--- src/rtl/dspl_src_sched.sv ---
`timescale 1ns/1ps
// Display source scheduler: picks clock time, setting view (with per-digit blink)
// or a handshaked transient message for the 8-digit seven-segment driver.
//
//   state  | meaning
//   S_TIME | background: show running clock time
//   S_SET  | setting mode: show set_dig, masked digits blink
//   S_MSG  | show latched message until the hold timer expires
module dspl_src_sched #(
  parameter int TICK_COUNT = 100000,
  parameter int BLINK_MS   = 250,
  parameter int MSG_MS     = 2000
) (
  input  logic        clock,
  input  logic        reset,
  input  logic [47:0] time_dig,
  input  logic        set_active,
  input  logic [47:0] set_dig,
  input  logic [7:0]  blink_mask,
  input  logic        msg_req,
  input  logic [47:0] msg_dig,
  output logic        msg_ack,
  output logic [5:0]  d1,
  output logic [5:0]  d2,
  output logic [5:0]  d3,
  output logic [5:0]  d4,
  output logic [5:0]  d5,
  output logic [5:0]  d6,
  output logic [5:0]  d7,
  output logic [5:0]  d8,
  output logic [1:0]  src_sel
);

  localparam int TW = (TICK_COUNT > 1) ? $clog2(TICK_COUNT) : 1;
  localparam int BW = (BLINK_MS > 1) ? $clog2(BLINK_MS) : 1;
  localparam int MW = $clog2(MSG_MS + 1);

  typedef enum logic [1:0] {
    S_TIME = 2'b00,
    S_SET  = 2'b01,
    S_MSG  = 2'b10
  } state_t;

  state_t        state_q, state_d;
  logic [TW-1:0] pre_cnt;
  logic          tick;
  logic [BW-1:0] blink_cnt;
  logic          blink_off;
  logic [MW-1:0] msg_tmr;
  logic [47:0]   msg_buf;
  logic [47:0]   set_view;
  logic [47:0]   d_q;
  logic          accept;
  logic          expire;
  logic          enter_set;

  assign tick = (pre_cnt == TW'(TICK_COUNT - 1));

  always_ff @(posedge clock or posedge reset) begin
    if (reset) pre_cnt <= '0;
    else       pre_cnt <= tick ? '0 : pre_cnt + TW'(1);
  end

  always_comb begin
    accept    = msg_req && !msg_ack;
    expire    = (state_q == S_MSG) && tick && (msg_tmr == MW'(1));
    state_d   = state_q;
    case (state_q)
      S_TIME: begin
        if (msg_req)         state_d = S_MSG;
        else if (set_active) state_d = S_SET;
      end
      S_SET: begin
        if (msg_req)          state_d = S_MSG;
        else if (!set_active) state_d = S_TIME;
      end
      S_MSG: begin
        // a request arriving with expiry keeps the message view and relatches
        if (expire && !msg_req) state_d = set_active ? S_SET : S_TIME;
      end
      default: state_d = S_TIME;
    endcase
    enter_set = (state_d == S_SET) && (state_q != S_SET);
  end

  always_ff @(posedge clock or posedge reset) begin
    if (reset) begin
      state_q <= S_TIME;
      msg_ack <= 1'b0;
      msg_buf <= '0;
      msg_tmr <= '0;
    end else begin
      state_q <= state_d;
      msg_ack <= accept;
      if (accept) begin
        msg_buf <= msg_dig;
        msg_tmr <= MW'(MSG_MS);
      end else if ((state_q == S_MSG) && tick && (msg_tmr != '0)) begin
        msg_tmr <= msg_tmr - MW'(1);
      end
    end
  end

  always_ff @(posedge clock or posedge reset) begin
    if (reset) begin
      blink_cnt <= '0;
      blink_off <= 1'b0;
    end else if (enter_set) begin
      blink_cnt <= '0;
      blink_off <= 1'b0;
    end else if (tick) begin
      if (blink_cnt == BW'(BLINK_MS - 1)) begin
        blink_cnt <= '0;
        blink_off <= ~blink_off;
      end else begin
        blink_cnt <= blink_cnt + BW'(1);
      end
    end
  end

  // only the enable bit is dropped so value and dp are stable across blink
  always_comb begin
    set_view = set_dig;
    for (int i = 0; i < 8; i++) begin
      if (blink_off && blink_mask[i]) set_view[6*i+5] = 1'b0;
    end
  end

  always_ff @(posedge clock or posedge reset) begin
    if (reset) begin
      d_q     <= {8{6'b000001}};
      src_sel <= 2'b00;
    end else begin
      case (state_q)
        S_SET:   d_q <= set_view;
        S_MSG:   d_q <= msg_buf;
        default: d_q <= time_dig;
      endcase
      src_sel <= state_q;
    end
  end

  assign d1 = d_q[5:0];
  assign d2 = d_q[11:6];
  assign d3 = d_q[17:12];
  assign d4 = d_q[23:18];
  assign d5 = d_q[29:24];
  assign d6 = d_q[35:30];
  assign d7 = d_q[41:36];
  assign d8 = d_q[47:42];

endmodule

--- config.mk ---
export PLATFORM = sky130hd
export DESIGN_NAME = dspl_src_sched
export DESIGN_NICKNAME = d
export VERILOG_FILES = /design/src/rtl/dspl_src_sched.sv
export SDC_FILE = /design/constraint.sdc
export NUM_CORES = 1
export LEC_CHECK = 0
export CAP_MARGIN = 20
export CELL_PAD_IN_SITES_DETAIL_PLACEMENT = 0
export CELL_PAD_IN_SITES_GLOBAL_PLACEMENT = 2
export CORE_UTILIZATION = 27
export CTS_CLUSTER_SIZE = 20
export DETAILED_ROUTE_END_ITERATION = 7
export PLACE_DENSITY_LB_ADDON = 0.25
export REMOVE_ABC_BUFFERS = 1
export SYNTH_ARGS = -nofsm -noshare
export SYNTH_HDL_FRONTEND = slang
export SYNTH_SLANG_ARGS = --single-unit
--- constraint.sdc ---
create_clock -name clock -period 5 [get_ports clock]
set_input_delay 1 -clock clock [delete_from_list [all_inputs] [get_ports clock]]
set_output_delay 1 -clock clock [all_outputs]
set_load 0.01 [all_outputs]
==> out/metrics.yaml <==
clock_tree:
  cts_tree: "built"
  post_cts.resized_instances: 0
  ctsHoldBuffers: 0
  cts_num_sinks: 138
  ctsHtreeMaxLevel: 4
  clock_latency_ps: 420
  numCtsBuffers: 17
  cts_setup_buffers: 0
  clk_pin_slew_ps: 60
  clk_path_buf_depth: 2
  cts-root-buf: "clkbuf_16"
sta:
  relSlewSlack: 0.324
  setup_viol: 0
  finalHoldViolCount: 0
  clock.fmax_ghz: 0.381
  rsz0062_at_grt: "false"
  clock_skew_ps: 10.6
  tns_ps: 0
  tightest_slew_ps: 1010
  fin_crit_ps: 2620
  slew_viol_final: 0
  min_period_over_period: 0.525
min_path:
  min_from: "msg_buf[22]$_DFFE_PP0P_"
  whs_path_depth: 2
  min_to: "msg_buf[22]$_DFFE_PP0P_"
  hp-class: "reg -> reg"
routing:
  vias: 5325
  post_drt_via_cell_ratio: 4.69
  wl_microns: 18300
  drc: 6
  drtAntennaViolNets: 0
  wl_per_cell_microns: 16.1
  firstDrtPassIters: 6
  drtIter0Drc: 204
placed_design:
  place.gp.congestion: 0.780
  place.port_buffers: 206
  hpwlAfterDp_microns: 11900
  dpl_cell_area_sq_mm: 0.00843
floorplan:
  core-area_sq_mm: 0.0220
  start_util: 0.277
  die_area_sq_mm: 0.0232
  ios: 207
  core.rowCount: 54
  die_x_microns: 152
  dieHeight_microns: 152
finish:
  final_layout_size_suffix_gt1_frac: 0.0690
  nets: 1008
  stdcell_area_sq_mm: 0.00908
  area_growth_syn_to_layout_pct: 49.0
  layout_commonest_cell: "clkdlybuf4s50_1"
  num-fill-cells: 2151
  antennaDiodeCount: 0
  layout_common_cells: "clkdlybuf4s50_1, nand2_1, dfrtp_1"
critical_path:
  ff2ff_setup_slack_ps: 2440
  crit_slowest_cell: "clkdlybuf4s50_1"
  reg2reg_from: "pre_cnt[12]$_DFF_PP0_"
  cp.buffers_inverters: 1
  r2r_cells: 6
  end_kind: "flop"
  crit_arrival_ps: 2910
  start_kind: "input pin"
  crit_type: "in -> reg"
  required_ps: 5280
  crit_fanout: 9
  path_cells: "clkdlybuf4s50_1, nor4_1, and4_1, nand2_1, a31oi_1, and3b_1, nor3_2"
  cpLargestDelayFamily: "simple AND/OR/NAND/NOR gates"
  cp_slowest_stage_delay_ps: 500
  r2r_end: "blink_cnt[6]$_DFFE_PP0P_"
synthesis:
  synth-seq-area-share: 0.568
  yosys_warnings: 0
  synth-seq-cells: 138
  async_flop_share: 1.00
  ys.flop_type: "dfrtp_1"
  ys_types: 40
  synth_edf_count: 0
  syn_area_sq_mm: 0.00609
  syn_avg_cell_area_sq_um: 9.40
  syn_inst: 648
global_routing:
  grt_pass1_vias: 5734
  grt.overflow.total: 0
  grt_max_degree: 97
  grt_usage: 0.166
  grt_pass1_wl_microns: 30100
  antenna_found_initial: 1
pwr:
  leakagePower_nw: 3.92
  power.density_mw_per_mm2: 507
  vdd_drop_max_uv: 308
job:
  maxCapViolations: 0
status:
  violations: "DRC"
  outcome: "finished with violations"
flip-flops by register name, summed over array words and instances (netlist names), 2 cells and up:
| signal | flops |
|---|---|
| msg_tmr | 11 |
| state_q | 2 |
| msg_buf | 48 |
| pre_cnt | 17 |
| blink_cnt | 8 |
| src_sel | 2 |
| d_q | 48 |
metrics by stage:
step	hold slack, ps	utilization	worst slack (ps)	power [mW]	instances
floorplan	424	-	317	2.40	610
global placement	460	0.384	2010	3.24	1102
detailed placement	464	0.384	1940	3.28	1102
CTS	480	0.413	2370	4.68	1134
global route	505	0.414	2110	4.93	1135
finish	475	0.414	2380	4.60	1135
cells in the mapped netlist (7+ instances only):
cell type    n  area share
inv_1        9      0.0055
nand3_1     12      0.0099
nand4_1      9      0.0092
a22oi_1     40       0.049
xnor2_1     15       0.022
a32oi_1      8       0.011
dfrtp_1    130        0.53
buf_1        7      0.0043
clkbuf_1    30       0.018
nor2_1      78       0.048
nand2_1    171        0.11
a21oi_1     56       0.046
xor2_1      13       0.019
ha_1        10       0.021
nor3_1       7      0.0057
dfstp_2      8       0.034
worst max path at each step:
stage                        from                        to  depth (start not counted)
final                     msg_req  blink_cnt[6]$_DFFE_PP0P_                          7
after global routing      msg_req  blink_cnt[1]$_DFFE_PP0P_                          7
after CTS                 msg_req  blink_cnt[6]$_DFFE_PP0P_                          7
after detailed placement  msg_req  blink_cnt[6]$_DFFE_PP0P_                          7
after global placement    msg_req  blink_cnt[7]$_DFFE_PP0P_                          7
after floorplan             reset  blink_cnt[0]$_DFFE_PP0P_                          1
worst min-delay path: stages (launching register included):
cell     delay (ps)
dfrtp_1         340
nand2_1          50
nand2_1          50
metal layers:
layer,share of wire,GRT usage,up-vias
met2,0.47,0.270,155
li1,-,-,2569
met4,0.012,0.0564,0
met1,0.42,0.197,2584
met5,0,0,-
met3,0.094,0.0708,17
final cells by class:
| cell class | instances | area, sq um | share of cell area |
|---|---|---|---|
| Clock buffer | 20 | 437 | 0.0481 |
| Clock inverter | 12 | 199 | 0.0219 |
| Inverter | 10 | 42.5 | 0.00468 |
| Multi-Input combinational cell | 462 | 2460 | 0.271 |
| Sequential cell | 138 | 3460 | 0.381 |
| Tap cell | 280 | 350 | 0.0386 |
| Timing Repair Buffer | 213 | 2130 | 0.234 |
power by group:
group | leakage, nW | switching (mW) | total [mW] | internal [mW]
logic | 1.93 | 0.909 | 1.69 | 0.782
clock network | 0.308 | 0.492 | 1.38 | 0.886
registers | 1.68 | 0.107 | 1.53 | 1.43
total | 3.92 | 1.51 | 4.60 | 3.09
cell families (layout without fill, tap and decap cells):
kind of cell	after synthesis	in the layout	share of synthesized area
simple gates	312	312	0.226
xor+xnor	28	28	0.0402
compound gates	112	112	0.114
flops	138	138	0.568
fa+ha+maj	10	10	0.0205
buf+inv	48	255	0.0308
(Power assumes the default switching activity.)
